$ cat src/rtl/rdata_ch_if.sv
// rtl/rdata_ch_if.sv - R-channel bundle between slaves S0/S1/DS and masters M0/M1
interface rdata_ch_if #(
  parameter int DATA_W = 32,
  parameter int ID_W   = 4,
  parameter int IDS_W  = 8
);
  logic [IDS_W-1:0]  S0_RID,   S1_RID,   SD_RID;
  logic [DATA_W-1:0] S0_RData, S1_RData, SD_RData;
  logic [1:0]        S0_RResp, S1_RResp, SD_RResp;
  logic              S0_RLast, S1_RLast, SD_RLast;
  logic              S0_RValid, S1_RValid, SD_RValid;
  logic              S0_RReady, S1_RReady, SD_RReady;

  logic [ID_W-1:0]   M0_RID,   M1_RID;
  logic [DATA_W-1:0] M0_RData, M1_RData;
  logic [1:0]        M0_RResp, M1_RResp;
  logic              M0_RLast, M1_RLast;
  logic              M0_RValid, M1_RValid;
  logic              M0_RReady, M1_RReady;

  // master: the router side, which drives the master-facing R channels
  modport master (
    input  S0_RID, S1_RID, SD_RID, S0_RData, S1_RData, SD_RData,
    input  S0_RResp, S1_RResp, SD_RResp, S0_RLast, S1_RLast, SD_RLast,
    input  S0_RValid, S1_RValid, SD_RValid,
    output S0_RReady, S1_RReady, SD_RReady,
    output M0_RID, M1_RID, M0_RData, M1_RData, M0_RResp, M1_RResp,
    output M0_RLast, M1_RLast, M0_RValid, M1_RValid,
    input  M0_RReady, M1_RReady
  );

  modport slave (
    output S0_RID, S1_RID, SD_RID, S0_RData, S1_RData, SD_RData,
    output S0_RResp, S1_RResp, SD_RResp, S0_RLast, S1_RLast, SD_RLast,
    output S0_RValid, S1_RValid, SD_RValid,
    input  S0_RReady, S1_RReady, SD_RReady,
    input  M0_RID, M1_RID, M0_RData, M1_RData, M0_RResp, M1_RResp,
    input  M0_RLast, M1_RLast, M0_RValid, M1_RValid,
    output M0_RReady, M1_RReady
  );
endinterface

$ cat src/rtl/rdata_ch.sv
// rtl/rdata_ch.sv - AXI R return path: round-robin over S0/S1/DS, burst-locked, routed by ID master index
module rdata_ch #(
  parameter int DATA_W = 32,
  parameter int ID_W   = 4,
  parameter int IDS_W  = 8
) (
  input  logic      clk,
  input  logic      rst,
  rdata_ch_if.master bus
);

  typedef enum logic {IDLE, BURST} state_t;
  typedef enum logic [1:0] {D_M0 = 2'd0, D_M1 = 2'd1, D_SINK = 2'd2} dest_t;

  state_t     state_q, state_d;
  logic [2:0] grant_q, grant_d;
  dest_t      dest_q,  dest_d;
  logic [1:0] rr_ptr_q, rr_ptr_d;

  logic [2:0]        vld;
  logic [1:0]        win;
  logic [IDS_W-1:0]  win_rid;
  logic [IDS_W-1:0]  sel_rid;
  logic [DATA_W-1:0] sel_data;
  logic [1:0]        sel_resp;
  logic              sel_last;
  logic              sel_valid;
  logic              sel_ready;
  logic              hs;
  logic [2:0]        cand;

  assign vld = {bus.SD_RValid, bus.S1_RValid, bus.S0_RValid};

  // Scan from lowest to highest priority so the last hit (rr_ptr itself) wins.
  always_comb begin
    win  = rr_ptr_q;
    cand = '0;
    for (int i = 2; i >= 0; i--) begin
      cand = {1'b0, rr_ptr_q} + 3'(i);
      if (cand >= 3'd3) cand = cand - 3'd3;
      if (vld[cand[1:0]]) win = cand[1:0];
    end
  end

  always_comb begin
    case (win)
      2'd0:    win_rid = bus.S0_RID;
      2'd1:    win_rid = bus.S1_RID;
      default: win_rid = bus.SD_RID;
    endcase
  end

  always_comb begin
    sel_rid   = '0;
    sel_data  = '0;
    sel_resp  = '0;
    sel_last  = 1'b0;
    sel_valid = 1'b0;
    case (grant_q)
      3'b001: begin
        sel_rid = bus.S0_RID; sel_data = bus.S0_RData; sel_resp = bus.S0_RResp;
        sel_last = bus.S0_RLast; sel_valid = bus.S0_RValid;
      end
      3'b010: begin
        sel_rid = bus.S1_RID; sel_data = bus.S1_RData; sel_resp = bus.S1_RResp;
        sel_last = bus.S1_RLast; sel_valid = bus.S1_RValid;
      end
      3'b100: begin
        sel_rid = bus.SD_RID; sel_data = bus.SD_RData; sel_resp = bus.SD_RResp;
        sel_last = bus.SD_RLast; sel_valid = bus.SD_RValid;
      end
      default: ;
    endcase
  end

  always_comb begin
    state_d  = state_q;
    grant_d  = grant_q;
    dest_d   = dest_q;
    rr_ptr_d = rr_ptr_q;
    sel_ready = 1'b0;
    hs        = 1'b0;

    bus.S0_RReady = 1'b0;
    bus.S1_RReady = 1'b0;
    bus.SD_RReady = 1'b0;
    bus.M0_RID    = '0;
    bus.M0_RData  = '0;
    bus.M0_RResp  = '0;
    bus.M0_RLast  = 1'b0;
    bus.M0_RValid = 1'b0;
    bus.M1_RID    = '0;
    bus.M1_RData  = '0;
    bus.M1_RResp  = '0;
    bus.M1_RLast  = 1'b0;
    bus.M1_RValid = 1'b0;

    // Outputs are forced quiet while rst is high, so an abandoned burst is never visible.
    if (!rst) begin
      case (state_q)
        IDLE: begin
          if (|vld) begin
            state_d = BURST;
            grant_d = 3'b001 << win;
            if (win_rid[IDS_W-1:ID_W] == '0)
              dest_d = D_M0;
            else if (win_rid[IDS_W-1:ID_W] == (IDS_W-ID_W)'(1))
              dest_d = D_M1;
            else
              dest_d = D_SINK;
          end
        end
        BURST: begin
          case (dest_q)
            D_M0: begin
              bus.M0_RID    = sel_rid[ID_W-1:0];
              bus.M0_RData  = sel_data;
              bus.M0_RResp  = sel_resp;
              bus.M0_RLast  = sel_last;
              bus.M0_RValid = sel_valid;
              sel_ready     = bus.M0_RReady;
            end
            D_M1: begin
              bus.M1_RID    = sel_rid[ID_W-1:0];
              bus.M1_RData  = sel_data;
              bus.M1_RResp  = sel_resp;
              bus.M1_RLast  = sel_last;
              bus.M1_RValid = sel_valid;
              sel_ready     = bus.M1_RReady;
            end
            default: sel_ready = 1'b1;
          endcase
          bus.S0_RReady = grant_q[0] & sel_ready;
          bus.S1_RReady = grant_q[1] & sel_ready;
          bus.SD_RReady = grant_q[2] & sel_ready;
          hs = sel_valid & sel_ready;
          if (hs && sel_last) begin
            state_d = IDLE;
            grant_d = '0;
            case (grant_q)
              3'b001:  rr_ptr_d = 2'd1;
              3'b010:  rr_ptr_d = 2'd2;
              default: rr_ptr_d = 2'd0;
            endcase
          end
        end
        default: state_d = IDLE;
      endcase
    end
  end

  always_ff @(posedge clk) begin
    if (rst) begin
      state_q  <= IDLE;
      grant_q  <= '0;
      dest_q   <= D_M0;
      rr_ptr_q <= 2'd0;
    end else begin
      state_q  <= state_d;
      grant_q  <= grant_d;
      dest_q   <= dest_d;
      rr_ptr_q <= rr_ptr_d;
    end
  end

endmodule

$ cat src/flat_wrapper.sv
// flat-port wrapper written by rule: the top's interface ports become plain ports
module rdata_ch_flat 
#(
  parameter int DATA_W = 32,
  parameter int ID_W   = 4,
  parameter int IDS_W  = 8
)
  (clk, rst, bus_S0_RID, bus_S1_RID, bus_SD_RID, bus_S0_RData, bus_S1_RData, bus_SD_RData, bus_S0_RResp, bus_S1_RResp, bus_SD_RResp, bus_S0_RLast, bus_S1_RLast, bus_SD_RLast, bus_S0_RValid, bus_S1_RValid, bus_SD_RValid, bus_S0_RReady, bus_S1_RReady, bus_SD_RReady, bus_M0_RID, bus_M1_RID, bus_M0_RData, bus_M1_RData, bus_M0_RResp, bus_M1_RResp, bus_M0_RLast, bus_M1_RLast, bus_M0_RValid, bus_M1_RValid, bus_M0_RReady, bus_M1_RReady);
  rdata_ch_if #(.DATA_W(DATA_W), .ID_W(ID_W), .IDS_W(IDS_W)) bus_i ();
  input  logic clk;
  input  logic rst;
  input wire logic [$bits(bus_i.S0_RID)-1:0] bus_S0_RID;
  input wire logic [$bits(bus_i.S1_RID)-1:0] bus_S1_RID;
  input wire logic [$bits(bus_i.SD_RID)-1:0] bus_SD_RID;
  input wire logic [$bits(bus_i.S0_RData)-1:0] bus_S0_RData;
  input wire logic [$bits(bus_i.S1_RData)-1:0] bus_S1_RData;
  input wire logic [$bits(bus_i.SD_RData)-1:0] bus_SD_RData;
  input wire logic [$bits(bus_i.S0_RResp)-1:0] bus_S0_RResp;
  input wire logic [$bits(bus_i.S1_RResp)-1:0] bus_S1_RResp;
  input wire logic [$bits(bus_i.SD_RResp)-1:0] bus_SD_RResp;
  input wire logic [$bits(bus_i.S0_RLast)-1:0] bus_S0_RLast;
  input wire logic [$bits(bus_i.S1_RLast)-1:0] bus_S1_RLast;
  input wire logic [$bits(bus_i.SD_RLast)-1:0] bus_SD_RLast;
  input wire logic [$bits(bus_i.S0_RValid)-1:0] bus_S0_RValid;
  input wire logic [$bits(bus_i.S1_RValid)-1:0] bus_S1_RValid;
  input wire logic [$bits(bus_i.SD_RValid)-1:0] bus_SD_RValid;
  output wire logic [$bits(bus_i.S0_RReady)-1:0] bus_S0_RReady;
  output wire logic [$bits(bus_i.S1_RReady)-1:0] bus_S1_RReady;
  output wire logic [$bits(bus_i.SD_RReady)-1:0] bus_SD_RReady;
  output wire logic [$bits(bus_i.M0_RID)-1:0] bus_M0_RID;
  output wire logic [$bits(bus_i.M1_RID)-1:0] bus_M1_RID;
  output wire logic [$bits(bus_i.M0_RData)-1:0] bus_M0_RData;
  output wire logic [$bits(bus_i.M1_RData)-1:0] bus_M1_RData;
  output wire logic [$bits(bus_i.M0_RResp)-1:0] bus_M0_RResp;
  output wire logic [$bits(bus_i.M1_RResp)-1:0] bus_M1_RResp;
  output wire logic [$bits(bus_i.M0_RLast)-1:0] bus_M0_RLast;
  output wire logic [$bits(bus_i.M1_RLast)-1:0] bus_M1_RLast;
  output wire logic [$bits(bus_i.M0_RValid)-1:0] bus_M0_RValid;
  output wire logic [$bits(bus_i.M1_RValid)-1:0] bus_M1_RValid;
  input wire logic [$bits(bus_i.M0_RReady)-1:0] bus_M0_RReady;
  input wire logic [$bits(bus_i.M1_RReady)-1:0] bus_M1_RReady;
  assign bus_i.S0_RID = bus_S0_RID;
  assign bus_i.S1_RID = bus_S1_RID;
  assign bus_i.SD_RID = bus_SD_RID;
  assign bus_i.S0_RData = bus_S0_RData;
  assign bus_i.S1_RData = bus_S1_RData;
  assign bus_i.SD_RData = bus_SD_RData;
  assign bus_i.S0_RResp = bus_S0_RResp;
  assign bus_i.S1_RResp = bus_S1_RResp;
  assign bus_i.SD_RResp = bus_SD_RResp;
  assign bus_i.S0_RLast = bus_S0_RLast;
  assign bus_i.S1_RLast = bus_S1_RLast;
  assign bus_i.SD_RLast = bus_SD_RLast;
  assign bus_i.S0_RValid = bus_S0_RValid;
  assign bus_i.S1_RValid = bus_S1_RValid;
  assign bus_i.SD_RValid = bus_SD_RValid;
  assign bus_S0_RReady = bus_i.S0_RReady;
  assign bus_S1_RReady = bus_i.S1_RReady;
  assign bus_SD_RReady = bus_i.SD_RReady;
  assign bus_M0_RID = bus_i.M0_RID;
  assign bus_M1_RID = bus_i.M1_RID;
  assign bus_M0_RData = bus_i.M0_RData;
  assign bus_M1_RData = bus_i.M1_RData;
  assign bus_M0_RResp = bus_i.M0_RResp;
  assign bus_M1_RResp = bus_i.M1_RResp;
  assign bus_M0_RLast = bus_i.M0_RLast;
  assign bus_M1_RLast = bus_i.M1_RLast;
  assign bus_M0_RValid = bus_i.M0_RValid;
  assign bus_M1_RValid = bus_i.M1_RValid;
  assign bus_i.M0_RReady = bus_M0_RReady;
  assign bus_i.M1_RReady = bus_M1_RReady;
  rdata_ch #(.DATA_W(DATA_W), .ID_W(ID_W), .IDS_W(IDS_W)) u_core (.clk(clk), .rst(rst), .bus(bus_i));
endmodule
$ cat config.mk
export PLATFORM = sky130hd
export DESIGN_NAME = rdata_ch_flat
export DESIGN_NICKNAME = d
export VERILOG_FILES = /design/src/rtl/rdata_ch_if.sv /design/src/rtl/rdata_ch.sv /design/src/flat_wrapper.sv
export SDC_FILE = /design/constraint.sdc
export NUM_CORES = 1
export LEC_CHECK = 0
export ABC_AREA = 0
export CORE_ASPECT_RATIO = 1.4
export CORE_MARGIN = 8
export CORE_UTILIZATION = 28
export CTS_CLUSTER_DIAMETER = 50
export DETAILED_ROUTE_END_ITERATION = 16
export GPL_TIMING_DRIVEN = 0
export PLACE_DENSITY = 0.84
export REMOVE_ABC_BUFFERS = 1
export SLEW_MARGIN = 15
export SYNTH_ARGS = -nofsm -noshare
export SYNTH_HDL_FRONTEND = slang
export SYNTH_SLANG_ARGS = --single-unit
$ cat constraint.sdc
create_clock -name clk -period 3.17 [get_ports clk]
set_input_delay 0.634 -clock clk [delete_from_list [all_inputs] [get_ports clk]]
set_output_delay 0.634 -clock clk [all_outputs]
set_load 0.01 [all_outputs]
==> results of run 1 <==
==> logic make-up (layout without fill, tap and decap cells) <==
logic type	Yosys count	count (layout)	share of synthesized area, %
AOI/OAI and AO/OA	105	105	38.0
DFF	8	8	8.58
adders and majority gates	3	3	2.01
muxes	3	3	1.68
buffers and inverters	40	238	8.92
and+or+nand+nor	172	176	40.8
==> state kept, by name, summed over array words and instances, names as in the netlist <==
signal,cells
u_core.dest_q,2
u_core.rr_ptr_q,2
u_core.grant_q,3
u_core.state_q,1
==> worst min-delay path, stage by stage (launching register included) <==
cell,delay [ns]
dfxtp_1,0.33
nand2b_1,0.08
a21oi_1,0.05
==> worst max path at each step <==
stage / from / to / slack [ns] / cells past startpoint
floorplan: u_core.grant_q[2]$_SDFFE_PP0P_ / bus_M0_RValid / -1.44 / 3
global placement: u_core.grant_q[2]$_SDFFE_PP0P_ / bus_M1_RLast / -4.39 / 4
detailed placement: rst / bus_M0_RData[3] / -0.55 / 6
CTS: bus_M0_RReady / bus_S0_RReady / 0.03 / 6
global route: rst / bus_M0_RData[18] / -0.0009 / 6
finish: rst / bus_M0_RValid / 0.09 / 6
==> through the flow <==
step,setup slack (ns),power (mW)
finish,0.0891,0.633
global route,-0.000896,0.672
CTS,0.0266,0.625
detailed placement,-0.545,0.482
global placement,-4.39,0.462
floorplan,-1.44,0.240
==> layout make-up <==
class	instances	area, um^2
Clock buffer	3	41.3
Fill cell	575	2230
Inverter	6	22.5
Multi-Input combinational cell	287	1660
Sequential cell	8	164
Tap cell	74	92.6
Timing Repair Buffer	229	2320
==> Yosys cell counts (2+ instances only) <==
cell type    n  area, um^2
nor2_1     124         465
a21oi_1     44         220
a22oi_1     40         300
clkbuf_1    26        97.6
nand2_1      9        33.8
dfxtp_1      8         160
inv_1        6        22.5
nor2b_1      6        37.5
nor3_1       6        30.0
buf_2        4        20.0
nand3_1      4        20.0
nand3b_1     4        30.0
a2bb2oi_1    3        26.3
and2_1       3        18.8
ha_1         3        37.5
nand2b_1     3        18.8
and3_1       2        12.5
buf_1        2        7.51
mux2i_1      2        20.0
o21ai_0      2        10.0
or2_2        2        12.5
or3_1        2        12.5
==> power breakdown <==
group,internal [mW],switching [mW]
logic,0.237,0.154
clock network,0.0824,0.0426
registers,0.105,0.0121
==> per-layer routing <==
layer  track usage (%)  vias to the layer above  share of wire [%]  wire length, um
met3              7.89                       17                 12             1570
met4              6.32                        0                1.8              235
li1                  -                     1567                  -                -
met5                 0                        -                  0                0
met1              27.6                     1528                 36             4550
met2              45.6                      211                 50             6360
==> timing repair <==
item / in CTS / in global routing
gates cloned: 4 / 0
gates resized for setup: 12 / 4
pin swaps: 4 / 1
endpoints found under the setup margin: 80 / 54
buffers inserted: 1 / 4
==> impl_metrics.env, run 1 <==
export IMPL_outcome="finished, final reports clean"
export IMPL_grt_pass1_wl_um=19300
export IMPL_synth_avg_cell_area_um2=5.64
export IMPL_worst_setup_path_start_kind="input pin"
export IMPL_port_buffers=218
export IMPL_cts_made_buffers=3
export IMPL_die_w_um=85.0
export IMPL_fin_cells=607
export IMPL_clkLatencyLatePin_ns=0.24
export IMPL_track_usage_pct=25.3
export IMPL_crit_required_ns=2.54
export IMPL_cts_tree="built"
export IMPL_drc_errors=0
export IMPL_hold_start="u_core.rr_ptr_q[1]$_SDFFE_PP0P_"
export IMPL_routed_via_density=5.47
export IMPL_antenna_found_initial=0
export IMPL_core_um2=6530
export IMPL_powerDensity_nw_per_um2=148
export IMPL_initial_utilization_pct=28.6
export IMPL_ys_seq_area_share_pct=8.58
export IMPL_rrSetupSlack_ns=0.55
export IMPL_hold_viol=0
export IMPL_final_cell_mix="clkdlybuf4s50_1, nor2_1, a21oi_1"
export IMPL_setup_viol=0
export IMPL_firstDrtPassIters=5
export IMPL_hold_path_endpoint="u_core.rr_ptr_q[1]$_SDFFE_PP0P_"
export IMPL_postPlaceCellArea_um2=4120
export IMPL_cts_htree_levels=1
export IMPL_cts_buffer_depth=2
export IMPL_setup_tns_ns=0
export IMPL_worst_path_max_delay_cell="clkdlybuf4s50_1"
export IMPL_clkTransAtPathRegs_ns=0.04
export IMPL_netlist_area_um2=1870
export IMPL_place_congestion=0.958
export IMPL_critPathCaptureType="output pin"
export IMPL_placedCellCount=595
export IMPL_crit_arrival_ns=2.45
export IMPL_timing_rr_start="u_core.rr_ptr_q[1]$_SDFFE_PP0P_"
export IMPL_antenna_cells=0
export IMPL_final_layout_size_suffix_gt1_share_pct=6.57
export IMPL_grt_overflow=0
export IMPL_worst_r2r_endpoint="u_core.dest_q[0]$_SDFFE_PP0P_"
export IMPL_ys_types=48
export IMPL_nNetsFinal=674
export IMPL_design_area_um2=4290
export IMPL_cp_max_fo=8
export IMPL_route_vias_total=3323
export IMPL_holdBufCountCts=0
export IMPL_routed_wl_um=12700
export IMPL_max_freq_mhz=325
export IMPL_clockRootBuffer="clkbuf_8"
export IMPL_hold_ws_ns=0.513
export IMPL_synthFlopType="dfxtp_1"
export IMPL_post_drt_wl_per_cell_um=20.9
export IMPL_whs_path_depth=2
export IMPL_synthCells=331
export IMPL_ant_nets=0
export IMPL_leakagePower_nw=1.51
export IMPL_grt_pass1_vias=3295
export IMPL_ios=219
export IMPL_yosysWarnings=0
export IMPL_worst_pin_slew_ns=0.680
export IMPL_die_y_um=113
export IMPL_hpwl_um=9560
export IMPL_hp_class="reg2reg"
export IMPL_fin_util_pct=65.8
export IMPL_rows=35
export IMPL_worstPathBufferInverterCount=3
export IMPL_post_route_period_util_pct=97.2
export IMPL_cts_sinks=8
export IMPL_crit_type="in2out"
export IMPL_grt_setup_unrepaired="yes"
export IMPL_max_cap_violations=0
export IMPL_relSlewSlack_pct=54.6
export IMPL_synthArstFlopShare_pct=0
export IMPL_reg2reg_depth=8
export IMPL_synth_edf_count=0
export IMPL_fin_skew_ns=0.00603
export IMPL_irDropWorstVdd_mv=0.184
export IMPL_cp_top_family="buffers and inverters"
export IMPL_final_common_cell="clkdlybuf4s50_1"
export IMPL_fin_crit_ns=3.08
export IMPL_path_cells="dlygate4sd2_1, inv_2, nand2_2, or3_4, nor2_1, clkdlybuf4s50_1"
export IMPL_final_max_slew_viol_count=0
export IMPL_synth_seq_cells=8
export IMPL_die_area_um2=9570
export IMPL_syn_to_final_growth_pct=130
export IMPL_grt_max_degree=33
export IMPL_drt_initial_drc_count=284
export IMPL_cp_slowest_stage_delay_ns=0.56
(Power assumes the default switching activity.)
==> run 2: changes to the inputs <==
==> constraint.sdc (replaced) <==
create_clock -name clk -period 3.17 [get_ports clk]
set_input_delay 0.634 -clock clk [delete_from_list [all_inputs] [get_ports clk]]
set_output_delay 0.634 -clock clk [all_outputs]
set_load 0.02 [all_outputs]
==> run 2 against run 1 <==
Sequential cell count unchanged. Critical endpoint is now bus_M1_RData[28]. Critical path depth up 2. Critical path type unchanged. Die area stayed put.
==> impl_metrics.env, run 2 (same netlist as run 1, synthesis figures left out) <==
export IMPL_outcome="finished, final reports clean"
export IMPL_relSlewSlack_pct=57.6
export IMPL_timing_rr_start="u_core.rr_ptr_q[1]$_SDFFE_PP0P_"
export IMPL_final_layout_size_suffix_gt1_share_pct=6.38
export IMPL_post_drt_wl_per_cell_um=21.6
export IMPL_post_route_period_util_pct=97.5
export IMPL_cts_sinks=8
export IMPL_whs_path_depth=2
export IMPL_setup_ws_ns=0.0788
export IMPL_worst_pin_slew_ns=0.633
export IMPL_crit_arrival_ns=2.46
export IMPL_die_y_um=113
export IMPL_crit_type="in2out"
export IMPL_syn_to_final_growth_pct=139
export IMPL_cts_made_buffers=3
export IMPL_clockRootBuffer="clkbuf_8"
export IMPL_area_sequential_um2=164
export IMPL_worst_r2r_endpoint="u_core.dest_q[0]$_SDFFE_PP0P_"
export IMPL_cp_slowest_stage_delay_ns=0.61
export IMPL_drt_initial_drc_count=291
export IMPL_clkLatencyLatePin_ns=0.23
export IMPL_powerDensity_nw_per_um2=144
export IMPL_fin_cells=607
export IMPL_grt_pass1_wl_um=19300
export IMPL_setup_tns_ns=0
export IMPL_rrSetupSlack_ns=0.55
export IMPL_crit_required_ns=2.54
export IMPL_p_total_mw=0.641
export IMPL_hold_ws_ns=0.513
export IMPL_fin_crit_ns=3.09
export IMPL_antenna_cells=0
export IMPL_routed_wl_um=13100
export IMPL_max_cap_violations=0
export IMPL_die_area_um2=9570
export IMPL_die_w_um=85.0
export IMPL_cts_tree="built"
export IMPL_postPlaceCellArea_um2=4120
export IMPL_hold_viol=0
export IMPL_leakagePower_nw=2.87
export IMPL_grt_max_degree=33
export IMPL_grt_setup_unrepaired="no"
export IMPL_route_vias_total=3324
export IMPL_reg2reg_depth=8
export IMPL_core_um2=6530
export IMPL_nNetsFinal=674
export IMPL_multi_input_area_um2=1660
export IMPL_setup_viol=0
export IMPL_routed_via_density=5.48
export IMPL_largest_reg_flops=3
export IMPL_track_usage_pct=25.3
export IMPL_ios=219
export IMPL_placedCellCount=595
export IMPL_worst_path_max_delay_cell="clkdlybuf4s50_1"
export IMPL_clkTransAtPathRegs_ns=0.04
export IMPL_fin_util_pct=68.4
export IMPL_initial_utilization_pct=28.6
export IMPL_cts_buffer_depth=2
export IMPL_irDropWorstVdd_mv=0.186
export IMPL_drc_errors=0
export IMPL_hp_class="reg2reg"
export IMPL_post_place_ws_ns=-0.613
export IMPL_place_congestion=0.958
export IMPL_max_flop_register="u_core.grant_q"
export IMPL_grt_overflow=0
export IMPL_final_max_slew_viol_count=0
export IMPL_hpwl_um=9560
export IMPL_max_freq_mhz=323
export IMPL_design_area_um2=4460
export IMPL_cp_max_fo=20
export IMPL_final_cell_mix="clkdlybuf4s50_1, nor2_1, dlymetal6s2s_1"
export IMPL_rows=35
export IMPL_antenna_found_initial=0
export IMPL_hold_start="u_core.rr_ptr_q[1]$_SDFFE_PP0P_"
export IMPL_grt_pass1_vias=3288
export IMPL_critPathCaptureType="output pin"
export IMPL_port_buffers=218
export IMPL_cts_htree_levels=1
export IMPL_top_regs="u_core.grant_q x3, u_core.dest_q x2, u_core.rr_ptr_q x2"
export IMPL_worst_setup_path_start_kind="input pin"
export IMPL_hold_path_endpoint="u_core.rr_ptr_q[1]$_SDFFE_PP0P_"
export IMPL_path_cells="dlygate4sd2_1, inv_1, nand2_2, nor2_4, buf_12, nand2_8, nor2_1, clkdlybuf4s50_1"
export IMPL_nFillCells=545
export IMPL_firstDrtPassIters=7
export IMPL_ant_nets=0
export IMPL_final_common_cell="clkdlybuf4s50_1"
export IMPL_fin_skew_ns=0.00442
==> run 2: changes by cell type in the layout (fill, tap and decap cells not counted) <==
cell / change
dlymetal6s2s_1: +70
buf_4: -2
inv_2: -1
nand2_4: +1
buf_12: +1
dlygate4sd2_1: +9
nand2_8: -1
clkdlybuf4s50_1: -79
or3_4: +1
inv_1: +1
==> run 2: report_power, final <==
| part | internal (mW) | switching [mW] |
|---|---|---|
| logic | 0.236 | 0.165 |
| clock network | 0.0823 | 0.0407 |
| registers | 0.105 | 0.0125 |
==> run 2: worst max-delay path by stage <==
stage                                    from               end  slack, ns  cells after the start
6_report                                  rst  bus_M1_RData[28]       0.08                      8
5_1_grt                                   rst  bus_M1_RData[28]      0.009                      8
4_1_cts                                   rst  bus_M1_RData[11]       0.01                      7
3_5_place_dp                              rst   bus_M0_RData[3]      -0.61                      6
3_3_place_gp   u_core.grant_q[2]$_SDFFE_PP0P_      bus_M1_RLast      -4.45                      4
2_1_floorplan  u_core.grant_q[2]$_SDFFE_PP0P_     bus_M0_RValid      -1.57                      3
==> run 2: final cells by class <==
cell class	instances	share of cell area, %
Timing Repair Buffer	228	55.7
Inverter	6	0.505
Multi-Input combinational cell	288	37.1
Tap cell	74	2.07
Clock buffer	3	0.925
Sequential cell	8	3.67
==> run 2: worst max-delay path: cells and delay by family <==
kind	cells	cell delay, ns
buf+inv	4	1.22
simple gates	4	0.58
==> run 2: timing repair <==
item	CTS	global route
setup endpoints to repair	81	71
pin swaps	4	0
buffers inserted	1	3
gates resized for setup	21	73
gates cloned	4	1
hold buffers	0	0
==> run 2: per-layer routing <==
layer | wire length [um] | track usage [%]
met5 | 0 | 0
met4 | 201 | 5.73
met3 | 1440 | 7.89
met2 | 6620 | 45.7
met1 | 4870 | 27.6
==> run 3: changes to the inputs <==
Settings changed: CAP_MARGIN set to 15.
==> results of run 3 <==
Final layout, timing and power as in run 2 (identical DEF).
